[src/rtl/ram_ctrl_pkg.sv]
// Shared types and sizes for the RAM fill/check controller.
// Covers the 32 x 3 two-port RAM and the data pattern the engine writes into it.
package ram_ctrl_pkg;

    localparam int DEPTH = 32;
    localparam int AW    = 5;
    localparam int DW    = 3;

    typedef enum logic [2:0] {
        IDLE  = 3'd0,
        FILL  = 3'd1,
        CHECK = 3'd2,
        DRAIN = 3'd3,
        DONE  = 3'd4
    } ctrl_state_t;

    // Word value the engine writes, and later expects back, at a given address.
    function automatic logic [DW-1:0] fill_value(input logic [DW-1:0] seed,
                                                 input logic [DW-1:0] addr_lo);
        return seed ^ addr_lo;
    endfunction

endpackage

[src/rtl/ram_fill_check_ctrl_exp_pipe.sv]
// Expected-data delay line that lines check-phase expectations up with RAM read data.
// Each stage holds {valid, expected}.
module exp_pipe
    import ram_ctrl_pkg::*;
#(
    parameter int DEPTH_P = 2
) (
    input  logic          clock,
    input  logic          reset,
    input  logic          in_valid,
    input  logic [DW-1:0] in_exp,
    output logic          out_valid,
    output logic [DW-1:0] out_exp
);

    logic [DW:0] stage_r [DEPTH_P];

    // Shift register; reset clears every stage so no stale valid bits survive an abort.
    always_ff @(posedge clock) begin
        if (reset) begin
            for (int i = 0; i < DEPTH_P; i++) begin
                stage_r[i] <= {(DW+1){1'b0}};
            end
        end else begin
            stage_r[0] <= {in_valid, in_exp};
            for (int i = 1; i < DEPTH_P; i++) begin
                stage_r[i] <= stage_r[i-1];
            end
        end
    end

    assign out_valid = stage_r[DEPTH_P-1][DW];
    assign out_exp   = stage_r[DEPTH_P-1][DW-1:0];

endmodule

[src/rtl/ram_fill_check_ctrl.sv]
// Fill/check sequencer sharing one 32x3 two-port RAM with a host port.
// In IDLE the host drives the RAM directly; otherwise the engine owns it.
module ram_fill_check_ctrl
    import ram_ctrl_pkg::*;
#(
    parameter int RD_LATENCY = 2
) (
    input  logic          clock,
    input  logic          reset,
    input  logic          start,
    input  logic [DW-1:0] pattern,
    output logic          busy,
    output logic          done,
    output logic [5:0]    errors,
    input  logic          host_wren,
    input  logic [AW-1:0] host_wraddress,
    input  logic [DW-1:0] host_data,
    input  logic [AW-1:0] host_rdaddress,
    output logic [DW-1:0] host_q,
    output logic          ram_wren,
    output logic [AW-1:0] ram_wraddress,
    output logic [AW-1:0] ram_rdaddress,
    output logic [DW-1:0] ram_data,
    input  logic [DW-1:0] ram_q
);

    localparam int DCW = (RD_LATENCY > 1) ? $clog2(RD_LATENCY) : 1;
    localparam logic [DCW-1:0] DRAIN_LOAD = DCW'(RD_LATENCY - 1);
    localparam logic [AW-1:0]  LAST_ADDR  = AW'(DEPTH - 1);

    ctrl_state_t    state_r;
    logic [AW-1:0]  addr_cnt_r;
    logic [DW-1:0]  seed_r;
    logic [DCW-1:0] drain_cnt_r;
    logic [5:0]     errors_r;
    logic           busy_r;
    logic           done_r;

    logic [DW-1:0]  exp_s;
    logic           push_valid_s;
    logic           pipe_valid_s;
    logic [DW-1:0]  pipe_exp_s;
    logic           cmp_hit_s;

    assign exp_s        = fill_value(seed_r, addr_cnt_r[DW-1:0]);
    assign push_valid_s = (state_r == CHECK);

    exp_pipe #(
        .DEPTH_P (RD_LATENCY)
    ) u_exp_pipe (
        .clock     (clock),
        .reset     (reset),
        .in_valid  (push_valid_s),
        .in_exp    (exp_s),
        .out_valid (pipe_valid_s),
        .out_exp   (pipe_exp_s)
    );

    // A mismatch counts only while the engine is reading back its own pattern.
    always_comb begin
        cmp_hit_s = 1'b0;
        if ((state_r == CHECK || state_r == DRAIN) && pipe_valid_s && (ram_q != pipe_exp_s)) begin
            cmp_hit_s = 1'b1;
        end else begin
            cmp_hit_s = 1'b0;
        end
    end

    // Run sequencer with its registered status outputs.
    always_ff @(posedge clock) begin
        if (reset) begin
            state_r     <= IDLE;
            addr_cnt_r  <= {AW{1'b0}};
            seed_r      <= {DW{1'b0}};
            drain_cnt_r <= {DCW{1'b0}};
            errors_r    <= 6'd0;
            busy_r      <= 1'b0;
            done_r      <= 1'b0;
        end else begin
            done_r <= 1'b0;
            if (cmp_hit_s) begin
                errors_r <= errors_r + 6'd1;
            end
            case (state_r)
                IDLE: begin
                    if (start) begin
                        seed_r     <= pattern;
                        errors_r   <= 6'd0;
                        addr_cnt_r <= {AW{1'b0}};
                        busy_r     <= 1'b1;
                        state_r    <= FILL;
                    end else begin
                        busy_r <= 1'b0;
                    end
                end
                FILL: begin
                    addr_cnt_r <= addr_cnt_r + 5'd1;
                    if (addr_cnt_r == LAST_ADDR) begin
                        state_r <= CHECK;
                    end
                end
                CHECK: begin
                    addr_cnt_r <= addr_cnt_r + 5'd1;
                    if (addr_cnt_r == LAST_ADDR) begin
                        drain_cnt_r <= DRAIN_LOAD;
                        state_r     <= DRAIN;
                    end
                end
                DRAIN: begin
                    if (drain_cnt_r == {DCW{1'b0}}) begin
                        busy_r  <= 1'b0;
                        done_r  <= 1'b1;
                        state_r <= DONE;
                    end else begin
                        drain_cnt_r <= drain_cnt_r - DCW'(1);
                    end
                end
                DONE: begin
                    state_r <= IDLE;
                end
                default: begin
                    busy_r  <= 1'b0;
                    state_r <= IDLE;
                end
            endcase
        end
    end

    // RAM port ownership: host in IDLE, engine otherwise (host writes are dropped).
    always_comb begin
        ram_wren      = 1'b0;
        ram_wraddress = {AW{1'b0}};
        ram_rdaddress = {AW{1'b0}};
        ram_data      = {DW{1'b0}};
        if (state_r == IDLE) begin
            ram_wren      = host_wren;
            ram_wraddress = host_wraddress;
            ram_rdaddress = host_rdaddress;
            ram_data      = host_data;
        end else begin
            ram_wren      = (state_r == FILL);
            ram_wraddress = addr_cnt_r;
            ram_rdaddress = addr_cnt_r;
            ram_data      = exp_s;
        end
    end

    assign busy   = busy_r;
    assign done   = done_r;
    assign errors = errors_r;
    assign host_q = ram_q;

endmodule

[config.mk]
export PLATFORM = sky130hd
export DESIGN_NAME = ram_fill_check_ctrl
export DESIGN_NICKNAME = d
export VERILOG_FILES = /design/src/rtl/ram_ctrl_pkg.sv /design/src/rtl/ram_fill_check_ctrl_exp_pipe.sv /design/src/rtl/ram_fill_check_ctrl.sv
export SDC_FILE = /design/constraint.sdc
export NUM_CORES = 1
export LEC_CHECK = 0
export BUFFER_PORTS_ARGS = -buffer_cell sky130_fd_sc_hd__buf_2
export CORE_MARGIN = 5
export CORE_UTILIZATION = 50
export CTS_BUF_LIST = sky130_fd_sc_hd__clkbuf_4 sky130_fd_sc_hd__clkbuf_8
export DETAILED_ROUTE_END_ITERATION = 8
export PLACE_DENSITY = 0.8
export REMOVE_ABC_BUFFERS = 1
export SLEW_MARGIN = 20
export SYNTH_ARGS = -nofsm -noshare
export SYNTH_HDL_FRONTEND = slang
export SYNTH_HIERARCHICAL = 1
export SYNTH_SLANG_ARGS = --single-unit
[constraint.sdc]
create_clock -name clock -period 2.3 [get_ports clock]
set_input_delay 0.46 -clock clock [delete_from_list [all_inputs] [get_ports clock]]
set_output_delay 0.46 -clock clock [all_outputs]
set_load 0.01 [all_outputs]
==> Yosys cells after proc, flatten, opt, wreduce, memory -nomap -nowiden <==
Memories as Yosys holds them, arrays and structs flattened.
Cells that the tools add are included.
{ "word_totals": {"regBits": 20, "latchBits": 0, "mem_bits_rw": 8, "romBits": 0, "input_bits": 23, "word_cells": 67, "n_memories": 1} }
{ "memory_table": {"columns": ["name", "words", "word_bits", "rd", "rd_clocked_by_memory_dff", "write_ports", "line_no", "rtl"], "rows": [
  ["u_exp_pipe.stage_r", 2, 4, 2, 0, 2, "ram_fill_check_ctrl_exp_pipe.sv:16", "logic [DW:0] stage_r [DEPTH_P];"]
]} }
{ "op_classes": {"add_sub_neg": 3, "n_mul": 0, "n_div": 0, "order_cmp": 0, "n_eq_ne": 10, "shifts": 0, "mux": 27, "bitwise_logic": 5, "reduce_logical": 14} }
{ "op_table": {"columns": ["cell", "n"], "rows": [
  ["two-way mux 6 bit", 3],
  ["two-way mux 3 bit", 5],
  ["two-way mux 5 bit", 3],
  ["case mux 3 bit (4 select lines)", 1],
  ["two-way mux 1 bit", 10],
  ["case mux 5 bit (2 select lines)", 1],
  ["two-way mux 4 bit", 2],
  ["inequality test 2 bit (second input constant)", 4],
  ["AND reduction 2 bit", 4],
  ["adder 6 x 1 -> 6 bit (second input constant)", 1],
  ["== test 3 x 2 -> 1 bit (second input constant)", 2],
  ["adder 5 x 1 -> 5 bit (second input constant)", 1],
  ["== test 5 bit (second input constant)", 1],
  ["AND reduction 4 bit", 1],
  ["nonzero test 2 bit", 2],
  ["OR reduction 2 bit", 2],
  ["== test 3 x 1 -> 1 bit (second input constant)", 1],
  ["== test 3 bit (second input constant)", 1],
  ["logical NOT 3 bit", 1],
  ["inequality test 3 bit", 1],
  ["case mux 1 bit (3 select lines)", 1],
  ["OR reduction 3 bit", 1],
  ["XOR 3 bit", 1],
  ["logical AND 1 bit", 2],
  ["5 further kinds", 7]
]} }

==> Depth between registers and ports, before layout <==
{ "logic_depth": {"word_depth": 8, "ltp_mapped": 6, "ltp_nobuf": 6} }

==> Modules after synthesis <==
Netlist, hierarchy kept.
{ "modules_own_cells": {"columns": ["module", "instances", "cells_each", "area_each_um2", "seq_area_each_um2"], "rows": [
  ["ram_fill_check_ctrl", 1, 157, 1183.6, 400.4],
  ["exp_pipe", 1, 19, 232.7, 160.2]
]} }

==> Worst setup path before layout <==
OpenSTA, ideal clock, no wires.
{ "synth_timing": {"path_kind": "register to output", "startpoint": "reg state_r[1]", "endpoint": "out ram_rdaddress[0]", "arrival_time_ns": 1.071, "path_slack_ns": 0.769, "path_stages_with_launch": 6, "path_cell_list": "dfxtp_1 -> buf_4 -> nor3_4 -> buf_2 -> nand2_1 -> nand2_1"} }
{ "synth_via": {"elab_chain_len": 2} }
{ "synth_lines": {"columns": ["element", "line_no", "rtl"], "rows": [
  ["start: declaration", "ram_fill_check_ctrl.sv:31", "ctrl_state_t state_r;"],
  ["start signal: assignment", "ram_fill_check_ctrl.sv:72", "state_r <= IDLE;"],
  ["start signal: assignment", "ram_fill_check_ctrl.sv:91", "state_r <= FILL;"],
  ["start signal: assignment", "ram_fill_check_ctrl.sv:99", "state_r <= CHECK;"],
  ["logical NOT 3 bit", "ram_fill_check_ctrl.sv:135", "if (state_r == IDLE) begin"],
  ["two-way mux 5 bit", "ram_fill_check_ctrl.sv:135", null],
  ["end: declaration", "ram_fill_check_ctrl.sv:22", "output logic [AW-1:0] ram_rdaddress,"]
]} }
Every way passes these cells.

==> Final worst setup path <==
{ "layout_timing": {"startpoint": "reg state_r[2]", "endpoint": "out ram_rdaddress[3]"} }
Same word-level chain as after synthesis.

==> metrics.md <==
| Metric | Value |
|---|---|
| Skew-Pair Late Insertion Delay | `310 ps` |
| Fin crit share | `between 90% and 100%` |
| Antenna Nets Post-Route | `0` |
| Post CTS Setup Buffer Count | `0` |
| Final max-slew violation count | `0` |
| Layout Nets | `roughly 250` |
| Hpwl dp | `~2.3 mm` |
| IO Port Bufs | `47` |
| Total gr overflow | `0` |
| Clock Skews | `between 2 and 2.5 ps` |
| RSZ-0062 raised after global routing | `no` |
| Dpl cells | `between 200 and 250` |
| Initial antenna violation count | `0` |
| Worst-Margin Slew | `470.4 ps` |
| Startpoint types | `register` |
| Syn. warnings | `6` |
| Synth Area in Compound Gates | `about an eighth` |
| Via count | `about 1300` |
| Worst slew margin | `68.60%` |
| RR Endpoint | `busy` |
| Final wirelength | `a little under 3 mm` |
| Netlist Area Pre-Place | `about 1400 sq um` |
| Initial Util | `51.81%` |
| Ports | `48` |
| Final worst path period need | `roughly 2100 ps` |
| Die Wd | `around 63 um` |
| Run status | `completed` |
| Largest net degree at the start of global routing | `22` |
| Fin util | `around three fifths` |
| Pleak | `~0.84 nW` |
| Post-CTS sizing | `0` |
| Syn-to-layout area delta | `18.90%` |
| Fmax | `about 0.47 GHz` |
| Longest Clk Path Bufs | `2` |
| Distinct cells, synth | `35` |
| FF/Latch Area | `560.5 sq um` |
| Crit-path cells | `or3_1 > nand2_1 > nand2_1 > buf_2` |
| GR Layer Usage met3 | `just over 3%` |
| Final Hold Viols | `0` |
| Worst-path clk slew | `about 130 ps` |
| Seq cells post-synth | `28` |
| Commonest cells after routing, fill and taps aside | `buf_2 (47), nand2_1 (35), dfxtp_1 (28)` |
| Standard-cell row count | `19` |
| Drt wl/cell | `11.98 um` |
| Fraction of layout cells with a size suffix above 1 | `between 20% and 30%` |
| Root buf cell | `clkbuf_4` |
| R2R depth | `6` |
| Largest family of logic cells by synthesized area | `simple AND/OR/NAND/NOR gates` |
| Die H | `about 63 um` |
| CP top delay family | `simple AND/OR/NAND/NOR gates` |
| CP max stage delay | `about 540 ps` |
| Initial DRC Count | `33` |
| Cell taking the most area after synthesis | `dfxtp_1` |
| Peak supply drop | `~400 uV` |
| CP max stage cell | `or3_1` |
| Critical path class | `register to output pin` |
| H-tree depth | `1` |
| Number of global-route vias before repair | `about 1200` |
| Post-synthesis mux area share | `less than 1%` |
| Sequential share of the synthesized area | `approximately two fifths` |
| Post-Synth Simple-Gate Area | `31.80%` |
| Setup TNS | `0 ps` |
| CP dominant cell by count | `nand2_1` |
| Critical path required time | `approximately 1800 ps` |
| GPL Wtd Cong | `between 0.8 and 0.9` |
| Data arrival, critical path | `between 1500 and 2000 ps` |
| CTS tree | `yes` |
| CP Capture Type | `output pin` |
| Crit path max fanout | `14` |
| EDFF count, synth | `0` |
| Post-DR vias/cell | `slightly above 5` |
| Synth Flop Type | `dfxtp_1` |
| Die area | `approximately 4000 sq um` |
| FF-to-FF Start | `state_r[2]` |
| Crit path buffers/inverters | `1` |
| Met2 usage | `about a quarter` |
| Max-cap viol count | `0` |
| Antenna diodes | `0` |
| GRT busiest layer | `met2` |
| HP Start | `pattern[1]` |
| Met1 Use GR | `approximately a fifth` |
| Clock buffer count from CTS | `3` |
| Internal reg-to-reg setup slack | `just under 700 ps` |
| Core area | `about 2700 sq um` |
| Worst Hold End | `seed_r[1]` |
| Synth Area in XOR/XNOR | `around 6.2%` |
| Final Non-Filler Cells | `249` |
| Syn_area_per_cell | `8.047 sq um` |
| Cells taking the most area after synthesis | `dfxtp_1 (40%), nand2_1 (9.3%), nor2b_1 (4.9%)` |
| Sink Count | `28` |
| Pre-Repair DR Iteration Count | `4` |
| Synth Instances | `between 150 and 200` |
| Hold-fix buffers, CTS | `0` |
| Total GRT Usage | `15.14%` |
| First-pass GRT wire length | `5.064 mm` |
| Hold path cells | `3` |
| Most common cell after layout, fill and taps aside | `buf_2` |
| Setup violations, final | `0` |
| Multi-input gate area | `762.0 sq um` |
| Tightest Hold Check Type | `input port to register` |
| Async S/R FF share, synth | `0%` |
| Residual DRC count | `0` |
| P per Cell Area | `498.6 nW/um^2` |
| Synth Area in Adders | `2.650%` |
| Fillers | `between 200 and 250` |
| Yosys top cell area share | `between 30% and 40%` |
[registers in the layout, indices dropped and copies added, names as in the netlist]
register            flops
u_exp_pipe/stage_r      8
errors                  6
addr_cnt_r              5
seed_r                  3
state_r                 3
busy                    1
done                    1
drain_cnt_r             1
[worst min-delay path: stages]
cell and delay [ps]:
buf_2 90, nand3_1 60, a21oi_1 50
[how the worst max path moves through the flow]
stage                     startpoint          endpoint  slack [ps]  cells past startpoint
final                     state_r[2]  ram_rdaddress[3]         180                      4
after global routing      state_r[2]       ram_data[2]          30                      4
after CTS                 state_r[2]       ram_data[2]          40                      4
after detailed placement  state_r[2]       ram_data[2]         420                      4
after global placement    state_r[2]       ram_data[2]         470                      4
after floorplan           state_r[0]       ram_data[2]         680                      3
[report_power, final]
group          internal (mW)  switching (mW)  leakage (nW)
combinational         0.0667          0.0792         0.600
sequential             0.497         0.00938         0.227
clock                 0.0613           0.126        0.0138
[per-stage QoR]
step | hold slack, ps | total power, mW | area [sq um] | setup slack, ps
after floorplan | 413.8 | 0.5892 | 1338 | 676.0
after global placement | 418.1 | 0.6523 | 1627 | 468.3
after global routing | 373.6 | 0.8890 | 1684 | 31.51
after CTS | 376.1 | 0.8406 | 1649 | 43.33
final | 386.6 | 0.8397 | 1684 | 180.9
after detailed placement | 425.1 | 0.6550 | 1627 | 418.9
[logic make-up (layout without fill, tap and decap cells)]
kind of cell | count (synthesis) | in the layout
AO/OA/AOI/OAI | 28 | 28
XOR/XNOR | 10 | 10
adder cells (fa/ha/maj) | 3 | 3
buffers and inverters | 17 | 59
flip-flops | 28 | 28
multiplexers | 1 | 1
AND/OR/NAND/NOR | 89 | 89
[cell usage after synthesis, types with 2 or more instances]
master / instances
nand2_1: 35
dfxtp_1: 28
nor2_1: 18
nor2b_1: 11
a21oi_1: 10
buf_4: 7
nand3_1: 6
o21ai_0: 6
xnor2_1: 6
inv_1: 4
xor2_1: 4
and3_1: 3
buf_2: 3
clkbuf_1: 3
ha_1: 3
nor3_1: 3
or3_1: 3
a22oi_1: 2
a31o_1: 2
and4b_1: 2
nand3b_1: 2
o21ai_1: 2
[routing by layer]
layer	vias up	part of all wire, %	wire (um)
li1	670	-	-
met1	557	46	1382
met2	55	44	1301
met3	8	7.5	223
met4	0	2.5	76
met5	-	0	0
[final cells by class]
cell class                 count  share of cell area, %
sequential                    28                  33.28
multi-input combinational    131                  45.25
clock buffer                   3                  1.337
timing repair buffer          52                  16.94
tap                           31                  2.303
inverter                       4                 0.8915
(Power assumes the default switching activity.)
